==> config.mk <==
export PLATFORM = sky130hd
export DESIGN_NAME = cordic_shift_pipe
export DESIGN_NICKNAME = d
export VERILOG_FILES = /design/src/rtl/cordic_shift_pipe_pkg.sv /design/src/rtl/cordic_shift_stage.sv /design/src/rtl/cordic_shift_pipe.sv
export SDC_FILE = /design/constraint.sdc
export NUM_CORES = 1
export LEC_CHECK = 0
export ABC_AREA = 1
export CAP_MARGIN = 20
export CORE_ASPECT_RATIO = 1.25
export CORE_MARGIN = 3
export CORE_UTILIZATION = 63
export DETAILED_ROUTE_END_ITERATION = 16
export GPL_TIMING_DRIVEN = 0
export PLACE_DENSITY = 0.9
export SETUP_SLACK_MARGIN = 0.3
export SLEW_MARGIN = 20
export SYNTH_ARGS = -nofsm -noshare
export SYNTH_HDL_FRONTEND = slang
export SYNTH_HIERARCHICAL = 1
export SYNTH_SLANG_ARGS = --single-unit
==> constraint.sdc <==
create_clock -name clk -period 3 [get_ports clk]
set_clock_uncertainty 0.2 [all_clocks]
set_input_delay 0.3 -clock clk [delete_from_list [all_inputs] [get_ports clk]]
set_output_delay 0.3 -clock clk [all_outputs]
set_load 0.02 [all_outputs]
==> src/rtl/cordic_shift_pipe_pkg.sv <==
// rtl/cordic_shift_pipe_pkg.sv - shared constants and beat sideband layout for the CORDIC shift pipeline
//
// Purpose: default datapath widths and the bit layout of the per-beat sideband
//          {tag, round, arith, shift} that travels alongside the data through
//          every pipeline stage.
package cordic_shift_pipe_pkg;

    localparam int REG_SIZE  = 15;
    localparam int WIDTH_DEF = REG_SIZE + 1;
    localparam int SHW_DEF   = 4;
    localparam int TAGW_DEF  = 4;

    // Sideband layout, LSB first: shift[SHW-1:0], arith, round, tag[TAGW-1:0].
    localparam int SB_SHIFT_LSB = 0;

    function automatic int sb_arith_bit(input int shw);
        return shw;
    endfunction

    function automatic int sb_round_bit(input int shw);
        return shw + 1;
    endfunction

    function automatic int sb_tag_lsb(input int shw);
        return shw + 2;
    endfunction

    function automatic int sb_width(input int shw, input int tagw);
        return shw + 2 + tagw;
    endfunction

endpackage

==> src/rtl/cordic_shift_stage.sv <==
// rtl/cordic_shift_stage.sv - one registered radix-2 right-shift stage with guard/sticky tracking
//
// Purpose: conditionally shifts the operand right by DIST (sign or zero fill),
//          captures the last bit shifted out as the new guard bit and folds the
//          old guard plus all lower shifted-out bits into sticky. Registers the
//          result when en is high; holds otherwise.
// Ports:
//   clk, rst_n             clock, synchronous active-low reset
//   en                     pipeline advance
//   in_valid / out_valid   beat valid
//   in_sel                 this stage's shift-amount bit
//   in_arith               1 = sign fill, 0 = zero fill
//   in_data / out_data     operand
//   in_guard / out_guard   most recent bit shifted out
//   in_sticky / out_sticky OR of bits shifted out below the guard
//   in_sb / out_sb         sideband carried unchanged
module cordic_shift_stage
    import cordic_shift_pipe_pkg::*;
#(
    parameter int WIDTH = WIDTH_DEF,
    parameter int DIST  = 1,
    parameter int SBW   = 1
) (
    input  logic             clk,
    input  logic             rst_n,
    input  logic             en,
    input  logic             in_valid,
    input  logic             in_sel,
    input  logic             in_arith,
    input  logic [WIDTH-1:0] in_data,
    input  logic             in_guard,
    input  logic             in_sticky,
    input  logic [SBW-1:0]   in_sb,
    output logic             out_valid,
    output logic [WIDTH-1:0] out_data,
    output logic             out_guard,
    output logic             out_sticky,
    output logic [SBW-1:0]   out_sb
);

    // Every shifted-out bit except the topmost (which becomes the guard).
    localparam logic [DIST-1:0] LO_MASK = {DIST{1'b1}} >> 1;

    logic                  fill;
    logic [WIDTH+DIST-1:0] ext;
    logic [DIST-1:0]       shifted_out;

    logic             valid_d,  valid_q;
    logic [WIDTH-1:0] data_d,   data_q;
    logic             guard_d,  guard_q;
    logic             sticky_d, sticky_q;
    logic [SBW-1:0]   sb_d,     sb_q;

    always_comb begin
        fill        = in_arith & in_data[WIDTH-1];
        // Extending by DIST fill bits also covers DIST > WIDTH: the
        // shifted-out window then contains fill bits as well as data.
        ext         = {{DIST{fill}}, in_data};
        shifted_out = ext[DIST-1:0];

        valid_d  = in_valid;
        sb_d     = in_sb;
        data_d   = in_data;
        guard_d  = in_guard;
        sticky_d = in_sticky;
        if (in_sel) begin
            data_d   = ext[WIDTH+DIST-1:DIST];
            guard_d  = shifted_out[DIST-1];
            sticky_d = in_sticky | in_guard | (|(shifted_out & LO_MASK));
        end
    end

    always_ff @(posedge clk) begin
        if (!rst_n) begin
            valid_q  <= 1'b0;
            data_q   <= '0;
            guard_q  <= 1'b0;
            sticky_q <= 1'b0;
            sb_q     <= '0;
        end else if (en) begin
            valid_q  <= valid_d;
            data_q   <= data_d;
            guard_q  <= guard_d;
            sticky_q <= sticky_d;
            sb_q     <= sb_d;
        end
    end

    assign out_valid  = valid_q;
    assign out_data   = data_q;
    assign out_guard  = guard_q;
    assign out_sticky = sticky_q;
    assign out_sb     = sb_q;

endmodule

==> src/rtl/cordic_shift_pipe.sv <==
// rtl/cordic_shift_pipe.sv - pipelined right barrel shifter with rounding and sticky for the CORDIC datapath
//
// Purpose: SHW registered radix-2 shift stages followed by a registered
//          rounding/output stage. Latency SHW+1, one beat per clock, single
//          global stall driven by the output handshake.
// Ports:
//   clk, rst_n                 clock, synchronous active-low reset
//   in_valid/in_ready          input handshake (in_ready = advance)
//   in_data, in_shift          operand and right-shift amount
//   in_arith, in_round         sign fill / round-half-up select
//   in_tag                     sideband returned with the result
//   out_valid/out_ready        output handshake
//   out_data, out_sticky       result and OR of bits below the guard
//   out_tag                    tag of the output beat
module cordic_shift_pipe
    import cordic_shift_pipe_pkg::*;
#(
    parameter int WIDTH = WIDTH_DEF,
    parameter int SHW   = SHW_DEF,
    parameter int TAGW  = TAGW_DEF
) (
    input  logic             clk,
    input  logic             rst_n,
    input  logic             in_valid,
    output logic             in_ready,
    input  logic [WIDTH-1:0] in_data,
    input  logic [SHW-1:0]   in_shift,
    input  logic             in_arith,
    input  logic             in_round,
    input  logic [TAGW-1:0]  in_tag,
    output logic             out_valid,
    input  logic             out_ready,
    output logic [WIDTH-1:0] out_data,
    output logic             out_sticky,
    output logic [TAGW-1:0]  out_tag
);

    localparam int SBW      = sb_width(SHW, TAGW);
    localparam int SB_ARITH = sb_arith_bit(SHW);
    localparam int SB_ROUND = sb_round_bit(SHW);
    localparam int SB_TAG   = sb_tag_lsb(SHW);

    logic adv;

    logic [SHW:0]            st_valid;
    logic [SHW:0]            st_guard;
    logic [SHW:0]            st_sticky;
    logic [SHW:0][WIDTH-1:0] st_data;
    logic [SHW:0][SBW-1:0]   st_sb;

    logic             out_valid_d,  out_valid_q;
    logic [WIDTH-1:0] out_data_d,   out_data_q;
    logic             out_sticky_d, out_sticky_q;
    logic [TAGW-1:0]  out_tag_d,    out_tag_q;

    logic last_round;
    logic unused_sb;

    // One enable for the whole pipe: bubbles are carried, never collapsed.
    assign adv      = out_ready | ~out_valid_q;
    assign in_ready = adv;

    assign st_valid[0]  = in_valid;
    assign st_guard[0]  = 1'b0;
    assign st_sticky[0] = 1'b0;
    assign st_data[0]   = in_data;
    assign st_sb[0]     = {in_tag, in_round, in_arith, in_shift};

    for (genvar k = 0; k < SHW; k++) begin : g_stage
        cordic_shift_stage #(
            .WIDTH (WIDTH),
            .DIST  (2 ** k),
            .SBW   (SBW)
        ) u_stage (
            .clk        (clk),
            .rst_n      (rst_n),
            .en         (adv),
            .in_valid   (st_valid[k]),
            .in_sel     (st_sb[k][SB_SHIFT_LSB + k]),
            .in_arith   (st_sb[k][SB_ARITH]),
            .in_data    (st_data[k]),
            .in_guard   (st_guard[k]),
            .in_sticky  (st_sticky[k]),
            .in_sb      (st_sb[k]),
            .out_valid  (st_valid[k+1]),
            .out_data   (st_data[k+1]),
            .out_guard  (st_guard[k+1]),
            .out_sticky (st_sticky[k+1]),
            .out_sb     (st_sb[k+1])
        );
    end

    assign last_round = st_sb[SHW][SB_ROUND];
    // Shift amount and fill mode are fully consumed by the shift stages.
    assign unused_sb  = ^st_sb[SHW][SB_ROUND-1:0];

    always_comb begin
        out_valid_d  = out_valid_q;
        out_data_d   = out_data_q;
        out_sticky_d = out_sticky_q;
        out_tag_d    = out_tag_q;
        if (adv) begin
            out_valid_d  = st_valid[SHW];
            // Round half up; the sum wraps at WIDTH bits.
            out_data_d   = st_data[SHW] + WIDTH'(last_round & st_guard[SHW]);
            out_sticky_d = st_sticky[SHW];
            out_tag_d    = st_sb[SHW][SB_TAG +: TAGW];
        end
    end

    always_ff @(posedge clk) begin
        if (!rst_n) begin
            out_valid_q  <= 1'b0;
            out_data_q   <= '0;
            out_sticky_q <= 1'b0;
            out_tag_q    <= '0;
        end else begin
            out_valid_q  <= out_valid_d;
            out_data_q   <= out_data_d;
            out_sticky_q <= out_sticky_d;
            out_tag_q    <= out_tag_d;
        end
    end

    assign out_valid  = out_valid_q;
    assign out_data   = out_data_q;
    assign out_sticky = out_sticky_q;
    assign out_tag    = out_tag_q;

endmodule

==> results of run 1 <==
==> worst max-delay path, delay by kind of cell <==
kind / cells / cell delay (ns)
buf+inv: 4 / 1.43
simple gates: 1 / 0.10
==> metal layers <==
| layer | vias up | wire (µm) | global-route usage [%] | part of all wire (%) |
|---|---|---|---|---|
| met2 | 158 | 7156 | 50.24 | 53 |
| met5 | - | 0 | 0 | 0 |
| li1 | 2857 | - | - | - |
| met1 | 2457 | 5345 | 27.23 | 39 |
| met4 | 0 | 544 | 16.38 | 4.0 |
| met3 | 47 | 509 | 6.186 | 3.8 |
==> stage by stage <==
step	area, µm²	setup WS [ns]
after CTS	7387	0.6523
after detailed placement	6808	0.5971
final	7387	0.6654
after global placement	6808	0.6270
after floorplan	6143	1.206
after global routing	7387	0.5992
==> power by group through the flow <==
stage	Combinational, µW	Sequential, µW	Clock, µW
finish	395	1840	1960
global route	450	1850	2050
CTS	394	1840	1980
detailed placement	386	1870	0
global placement	377	1870	0
floorplan	263	1870	0
==> flip-flops by register name (all words and copies together) (netlist names), 4 cells and up <==
| signal | cells |
|---|---|
| g_stage.u_stage/out_sticky | 4 |
| g_stage.u_stage/out_data | 64 |
| g_stage.u_stage/out_guard | 4 |
| g_stage.u_stage/out_sb | 29 |
| g_stage.u_stage/out_valid | 4 |
| out_tag | 4 |
| out_data | 16 |
==> cells in the final DEF, fill, tap and decap left out, drive strengths merged <==
master / instances
nand2: 199
or2: 1
dfxtp: 127
clkinvlp: 2
clkdlybuf4s50: 51
nand3: 66
ha: 3
a31oi: 1
buf: 44
o21a: 1
o21ai: 82
xnor2: 2
nand4: 4
xor2: 5
o211ai: 8
inv: 97
nand3b: 1
conb: 3
a21oi: 29
bufinv: 1
o21bai: 3
clkbuf: 32
nor2: 190
clkinv: 1
==> area by class of cell <==
cell class | count | area [µm²]
sequential | 127 | 2542
fill | 627 | 1933
clock buffer | 26 | 529.3
buffer | 50 | 461.7
tap | 123 | 153.9
multi-input combinational | 598 | 2765
clock inverter | 4 | 50.05
timing repair buffer | 51 | 510.5
inverter | 97 | 374.1
==> worst max-delay path by stage <==
stage	startpoint	end	slack, ns	cells after the start
2_1_floorplan	out_valid	g_stage[1].u_stage/out_data[13]	1.21	8
3_5_place_dp	rst_n	out_data[3]	0.60	5
4_1_cts	out_valid	in_ready	0.65	5
5_1_grt	out_valid	in_ready	0.60	5
3_3_place_gp	rst_n	out_data[3]	0.63	5
6_report	out_ready	in_ready	0.67	5
==> metrics.cfg, run 1 <==
[die]
fp.dieH_um = 116.3
die_w_um = 94.27
core_um2 = 9320
rows = 39
pin_count = 53
start_util_pct = 65.83
dieArea_um2 = 10970

[power_and_ir_drop]
switching_power_uw = 955.7
irDropWorstVdd_uv = 385.8
p_leak_uw = 0.003642
seq_power_share_pct = 44.0
power.total_uw = 4193
p_int_uw = 3238
clockPowerShare_pct = 46.6
switching_share_pct = 22.79
cellPowerDensity_nw_per_um2 = 567.7
power_frac_comb_pct = 9.4

[flow_run]
cap_violations = 0

[clocking]
cts_tree = built
cts-root-buf = clkbuf_16
post_cts_resized = 0
h-tree-depth = 4
cts_buffer_depth = 2
ctsHoldBuffers = 0
clkSlewWorstSetupHoldPaths_ns = 0.05
post_cts_buffers = 0
cts_buffers = 17
insertion_delay_ns = 0.41
cts_sinks = 127

[hold_path]
hold_class = in2reg
min-delay-start = in_shift[0]
min_path_cells = 5
hold-path-endpoint = g_stage[0].u_stage/out_data[14]

[finish]
post-route-util_pct = 79.26
instances_no_fill = 1076
syn_to_final_growth_pct = 20.39
fin_nets = 975
antenna_cells = 0
drive_above_1_share_pct = 14.69

[timing]
worst_pin_slew_ns = 0.9502
setup_viol = 0
rsz0062_at_grt = false
fin_setup_tns_ns = 0
maxSlewHeadroom_pct = 36.46
hold_ws_ns = 0.06612
fin_crit_sh_pct = 77.82
fmax_mhz = 428.3
hold_viol_final = 0
drv_slew = 0
min_period_ns = 2.335

[global_route]
grt_overflow_total = 0
grt_pass1_wl_um = 23600
grt_antenna_before_repair = 0
grt_max_degree = 28
grt_pass1_vias = 5514
track_usage_pct = 27.06

[drt]
drtIter0Drc = 287
totalWireLength_um = 13560
drc = 0
vias_per_cell = 5.129
drt-pass1-iter-count = 5
ant_nets = 0
wl_per_cell_um = 12.60
vias = 5519

[worst_setup_path]
critPathArrivalTime_ns = 1.83
critical_path_class = in2out
r2r_cells = 11
cp_slowest_cell = clkdlybuf4s50_1
worstSetupStartpointType = input pin
cp.required_ns = 2.50
crit_chain = clkdlybuf4s50_1 > or2_1 > buf_6 > buf_6 > clkdlybuf4s50_1
reg2reg_to = out_data[14]
endpoint_kind = primary output
r2r_start = g_stage[3].u_stage/out_guard
r2r_slack_ns = 1.15
crit_fanout = 18
slowest_delay_ns = 0.64

[placement]
portBuffers = 51
dp_cells = 1046
dp_hpwl_um = 9479
gp_congestion = 0.9008

[outcome]
status = finished, final reports clean

[logic_synthesis]
syn_area_um2 = 6136
synth_warnings = 6
syn_area_per_cell_um2 = 7.053
syn-instance-count = 870

(Power assumes the default switching activity.)
==> inputs of run 2 (changes only) <==
--- a/config.mk
+++ b/config.mk
@@ -9,10 +9,10 @@
 export CAP_MARGIN = 20
 export CORE_ASPECT_RATIO = 1.25
 export CORE_MARGIN = 3
-export CORE_UTILIZATION = 63
+export CORE_UTILIZATION = 58
 export DETAILED_ROUTE_END_ITERATION = 16
 export GPL_TIMING_DRIVEN = 0
-export PLACE_DENSITY = 0.9
+export PLACE_DENSITY = 0.84
 export SETUP_SLACK_MARGIN = 0.3
 export SLEW_MARGIN = 20
 export SYNTH_ARGS = -nofsm -noshare
==> constraint.sdc (replaced) <==
create_clock -name clk -period 2.3 [get_ports clk]
set_clock_uncertainty 0.2 [all_clocks]
set_input_delay 0.23 -clock clk [delete_from_list [all_inputs] [get_ports clk]]
set_output_delay 0.23 -clock clk [all_outputs]
set_load 0.02 [all_outputs]
==> run 2 against run 1 <==
Effect of this change: total power is 31% higher; sequential share of layout area is 0.058 points lower; highest routed layer unchanged; flip-flop and latch count unchanged; final area grew 0.17%; critical path depth rose by 3; via count down 1.2%; register-to-register slack worse by 0.74 ns; worst hold slack gained 0.13 ns; wire length decreased by 3.0%; combinational power up 29%; first-iteration DRC count down 11%; largest cell class unchanged.
==> metrics.cfg, run 2 (same netlist as run 1, synthesis figures left out) <==
[outcome]
status = finished, final reports clean  ; unchanged

[timing]
fmax_mhz = 527.8
maxSlewHeadroom_pct = 35.56  ; was 36.46%
setup_viol = 0  ; unchanged
min_period_ns = 1.895
fin_crit_sh_pct = 82.38
worst_slack_ns = 0.4053  ; was 0.6654 ns
worst_pin_slew_ns = 0.9650  ; was 0.9502 ns
fin_setup_tns_ns = 0  ; unchanged
hold_viol_final = 0  ; unchanged
drv_slew = 0  ; unchanged
rsz0062_at_grt = true  ; was false

[worst_setup_path]
endpoint_kind = register  ; was primary output
cp.required_ns = 2.39  ; was 2.50 ns
cp-startpoint = out_valid  ; was out_ready
crit_fanout = 18  ; unchanged
worstSetupStartpointType = register  ; was input pin
critPathArrivalTime_ns = 1.99  ; was 1.83 ns
reg2reg_to = g_stage[1].u_stage/out_sb[3]  ; was out_data[14]
critical_path_class = reg2reg  ; was in2out
r2r_slack_ns = 0.41  ; was 1.15 ns
r2r_start = out_valid  ; was g_stage[3].u_stage/out_guard
r2r_cells = 8  ; was 11

[placement]
portBuffers = 51  ; unchanged
pre_cts_ws_ns = -0.05242  ; was 0.5971 ns
dp_hpwl_um = 9296  ; was 9479 µm
placed_area_um2 = 6815  ; was 6808 µm²
gp_congestion = 0.8928  ; was 0.9008

[die]
start_util_pct = 60.11  ; was 65.83%
fp.dieH_um = 121.0  ; was 116.3 µm
dieArea_um2 = 11860  ; was 10970 µm²
rows = 41  ; was 39
die_w_um = 98.00  ; was 94.27 µm
pin_count = 53  ; unchanged
core_um2 = 10210  ; was 9320 µm²

[power_and_ir_drop]
irDropWorstVdd_uv = 445.8  ; was 385.8 µV
power.total_uw = 5483  ; was 4193 µW
cellPowerDensity_nw_per_um2 = 741.0  ; was 567.7 nW/µm²
p_leak_uw = 0.003653  ; was 0.003642 µW

[clocking]
cts-root-buf = clkbuf_16  ; unchanged
cts_tree = built  ; unchanged
cts_buffers = 17  ; unchanged
insertion_delay_ns = 0.41  ; about the same
cts_buffer_depth = 2  ; unchanged
clkSlewWorstSetupHoldPaths_ns = 0.05  ; about the same
cts_sinks = 127  ; unchanged
post_cts_buffers = 0  ; unchanged
h-tree-depth = 4  ; unchanged

[global_route]
grt_pass1_wl_um = 23530  ; was 23600 µm
grt_max_degree = 28  ; unchanged
grt_overflow_total = 0  ; unchanged
grt_pass1_vias = 5342  ; was 5514
grt_antenna_before_repair = 0  ; unchanged
track_usage_pct = 24.21  ; was 27.06%

[drt]
wl_met3_um = 568  ; was 509 µm
drt-pass1-iter-count = 5  ; unchanged
vias_per_cell = 5.031  ; was 5.129
vias = 5454  ; was 5519
routed-wl-met2_um = 7031  ; was 7156 µm
wl_met1_um = 5215  ; was 5345 µm
drtIter0Drc = 255  ; was 287
highest_layer = met4  ; unchanged
drc = 0  ; unchanged
wl_per_cell_um = 12.13  ; was 12.60 µm
ant_nets = 0  ; unchanged
totalWireLength_um = 13150  ; was 13560 µm

[hold_path]
hold-path-endpoint = g_stage[0].u_stage/out_sb[7]  ; was g_stage[0].u_stage/out_data[14]
hold_class = in2reg  ; unchanged
min-delay-start = in_tag[1]  ; was in_shift[0]
min_path_cells = 3  ; was 5

[finish]
drive_above_1_share_pct = 14.97  ; was 14.69%
layout_commonest_cell = nand2_1  ; unchanged
post-route-util_pct = 72.48  ; was 79.26%
fin_nets = 976  ; was 975
syn_to_final_growth_pct = 20.60  ; was 20.39%
antenna_cells = 0  ; unchanged
most-common-layout-cells = 185 x nand2_1, 164 x nor2_1, 127 x dfxtp_1  ; unchanged
largest_register_ffs = 64  ; unchanged
finish.instance_area_um2 = 7400  ; was 7387 µm²

[flow_run]
cap_violations = 0  ; unchanged

==> run 2: changes by cell type in the layout (fill, tap and decap cells not counted), sizes merged <==
cell,delta
dlymetal6s2s,+1
clkinv,+6
bufinv,+1
clkbuf,-5
clkdlybuf4s50,-2
dlygate4sd3,+1
buf,+1
clkinvlp,-1
==> run 2: worst max-delay path by stage <==
stage	depth (start not counted)	slack, ns	to
floorplan	8	0.51	g_stage[1].u_stage/out_data[13]
global placement	5	-0.03	out_data[3]
detailed placement	5	-0.05	out_data[3]
CTS	5	0.31	in_ready
global route	11	0.21	out_data[10]
finish	8	0.41	g_stage[1].u_stage/out_sb[3]
==> run 2: what timing repair did <==
action | in CTS | in global routing
hold endpoints to repair | 7 | 0
cloned | 0 | 0
gates resized for setup | 3 | 3
setup endpoints to repair | 1 | 16
hold buffers | 1 | 0
==> run 2: report_power, final <==
group | leakage [µW] | total (µW) | switching (µW) | internal [µW]
logic | 0.00233 | 510 | 274 | 236
registers | 0.00104 | 2400 | 87.5 | 2310
clock network | 0.000283 | 2570 | 932 | 1640
total | 0.00365 | 5480 | 1290 | 4190
==> run 2: area by class of cell <==
| cell class | count | area (µm²) |
|---|---|---|
| clock inverters | 10 | 113.9 |
| flip-flops and latches | 127 | 2542 |
| inverters | 97 | 374.1 |
| plain buffers | 50 | 461.7 |
| well taps | 129 | 161.4 |
| clock buffers | 21 | 460.4 |
| fillers | 810 | 2809 |
| repair buffers | 52 | 518.0 |
| multi-input cells | 598 | 2768 |
==> run 2: metal layers <==
| layer | global-route usage (%) | vias to the layer above |
|---|---|---|
| li1 | - | 2866 |
| met1 | 25.82 | 2437 |
| met2 | 45.10 | 125 |
| met3 | 5.693 | 26 |
| met4 | 10.39 | 0 |
| met5 | 0 | - |
==> run 2: stage by stage <==
step           cells  hold WS, ns
5_1_grt         1084       0.2072
4_1_cts         1084       0.1918
2_1_floorplan    872       0.1649
3_5_place_dp    1052       0.2647
6_report        1084       0.2005
3_3_place_gp    1052       0.2567
==> run 2: worst max-delay path, cell delays in order, from the launching register on <==
cell and delay (ns):
dfxtp_1 0.32, inv_1 0.03, or2_1 0.21, buf_6 0.14
buf_6 0.17, buf_4 0.19, buf_4 0.17, o21ai_0 0.26
nor2_1 0.08
==> edit: new RTL, flow settings as in run 2 <==
Make the reset (`rst_n`) asynchronous in 2 clocked blocks. Comments in the files are not updated.
--- a/src/rtl/cordic_shift_stage.sv
+++ b/src/rtl/cordic_shift_stage.sv
@@ -70,7 +70,7 @@
         end
     end
 
-    always_ff @(posedge clk) begin
+    always_ff @(posedge clk or negedge rst_n) begin
         if (!rst_n) begin
             valid_q  <= 1'b0;
             data_q   <= '0;
--- a/src/rtl/cordic_shift_pipe.sv
+++ b/src/rtl/cordic_shift_pipe.sv
@@ -108,7 +108,7 @@
         end
     end
 
-    always_ff @(posedge clk) begin
+    always_ff @(posedge clk or negedge rst_n) begin
         if (!rst_n) begin
             out_valid_q  <= 1'b0;
             out_data_q   <= '0;
Formal check against the unedited RTL: differs if rst_n is asserted again (counterexample within 10 cycles, from zero or initial values and one cycle with rst_n low); with rst_n held inactive, the same outputs for 10 cycles.
==> edit against run 2 <==
- setup slack better by 0.026 ns
- routed wire length fell by 3.5%
- area after synthesis down 0.67%
- sequential cell count unchanged
- design area increased by 1.3%
- critical path type unchanged
Power is not compared: it rests on default switching activity, and its combinational part moved more than twofold at a synthesized area within 25%.
==> edit: results (changes against run 2) <==
| Metric | Value |
|---|---|
| Status | completed (unchanged) |
| Cells after DPL | 937 (was 1,052) |
| RD Place Congestion | 0.927 (was 0.893) |
| Proportion of layout cells with a drive suffix above 1 | 13.2% (was 15.0%) |
| Input/output buffers | 51 (unchanged) |
| Fill cell total of the finished layout | 757 (was 810) |
| Initial antenna violation count | 0 (unchanged) |
| NetSw | 3.76 mW |
| Total track usage | 22.8% (was 24.2%) |
| Initial DRC count | 207 (was 255) |
| TritonCTS Buffers | 17 (unchanged) |
| Clk buf depth | 2 (unchanged) |
| Vias in the first global route | 4,846 (was 5,342) |
| Min-delay worst type | in2reg (unchanged) |
| Reg2reg start | g_stage[3].u_stage/out_sb[5] (was out_valid) |
| Non-filler cells, final | 972 (was 1,084) |
| Pre-CTS WS | -0.210 ns (was -0.0524 ns) |
| Largest net degree at the start of global routing | 66 (was 28) |
| YS warnings | 6 (unchanged) |
| Drt first pass iters | 7 (was 5) |
| Part of the power in combinational logic | 34.2% |
| CP arrival | 1.96 ns (was 1.99 ns) |
| Routed via count | 5,024 (was 5,454) |
| Area post-placement | 6800 um2 (was 6820 um2) |
| Slowest-stage cell, CP | dfrtp_1 (was dfxtp_1) |
| Crit path largest cell delay | 0.39 ns (was 0.32 ns) |
| Tightest Pin Transition | 0.581 ns (was 0.965 ns) |
| CP max FO | 3 (was 18) |
| Hold Path Origin | in_tag[0] (was in_tag[1]) |
| CTS root buf | clkbuf_16 (unchanged) |
| Seq pwr | 4.03 mW |
| Leakage | 3.79 nW |
| Drt total wl | 12.7 mm (was 13.1 mm) |
| Avg Cell Area, Syn | 8.08 um2 (was 7.05 um2) |
| Nets | 863 (was 976) |
| Global-route wire length before repair | 21.5 mm (was 23.5 mm) |
| CTS clk-pin slew, worst paths | 0.05 ns (about the same) |
| DP Wirelength | 8.96 mm (was 9.30 mm) |
==> edit: what timing repair did <==
action / in CTS / in global routing
hold endpoints to repair: 72 / 0
setup endpoints to repair: 6 / 2
resized for setup: 8 / 4
setup buffers: 1 / 0
pin swaps: 1 / 1
hold buffers: 2 / 0
==> edit: worst max-delay path: cells and delay by family (launching register included) <==
kind	cells	cell delay, ns
adders and majority gates	2	0.41
buffers and inverters	2	0.20
DFF	1	0.39
and+or+nand+nor	7	0.55
==> edit: final timing paths <==
path,slack [ns],cells past startpoint,to
setup / recovery,0.43,11,out_data[10]
hold / removal,0.16,3,g_stage[0].u_stage/out_sb[6]
setup reg to reg,0.43,11,out_data[10]
hold reg to reg,0.27,2,g_stage[1].u_stage/out_sb[8]
max in group asynchronous,1.02,3,g_stage[3].u_stage/out_sb[8]
min in group asynchronous,0.19,2,g_stage[3].u_stage/out_sb[9]
==> edit: cell type report <==
type / count / area, um2 / area share [%]
sequential: 127 / 3180 / 42.4
multi-input combinational: 534 / 2420 / 32.3
timing repair buffer: 55 / 562 / 7.49
clock buffer: 21 / 480 / 6.41
buffer: 38 / 312 / 4.16
inverter: 57 / 224 / 2.99
tap: 129 / 161 / 2.15
clock inverter: 11 / 160 / 2.14
==> edit: metal layers <==
layer / part of all wire (%) / GRT usage (%) / vias up
met3: 4.2 / 5.83 / 47
li1: - / - / 2510
met2: 52 / 41.0 / 158
met1: 39 / 23.7 / 2309
met4: 4.9 / 13.8 / 0
met5: 0 / 0 / -
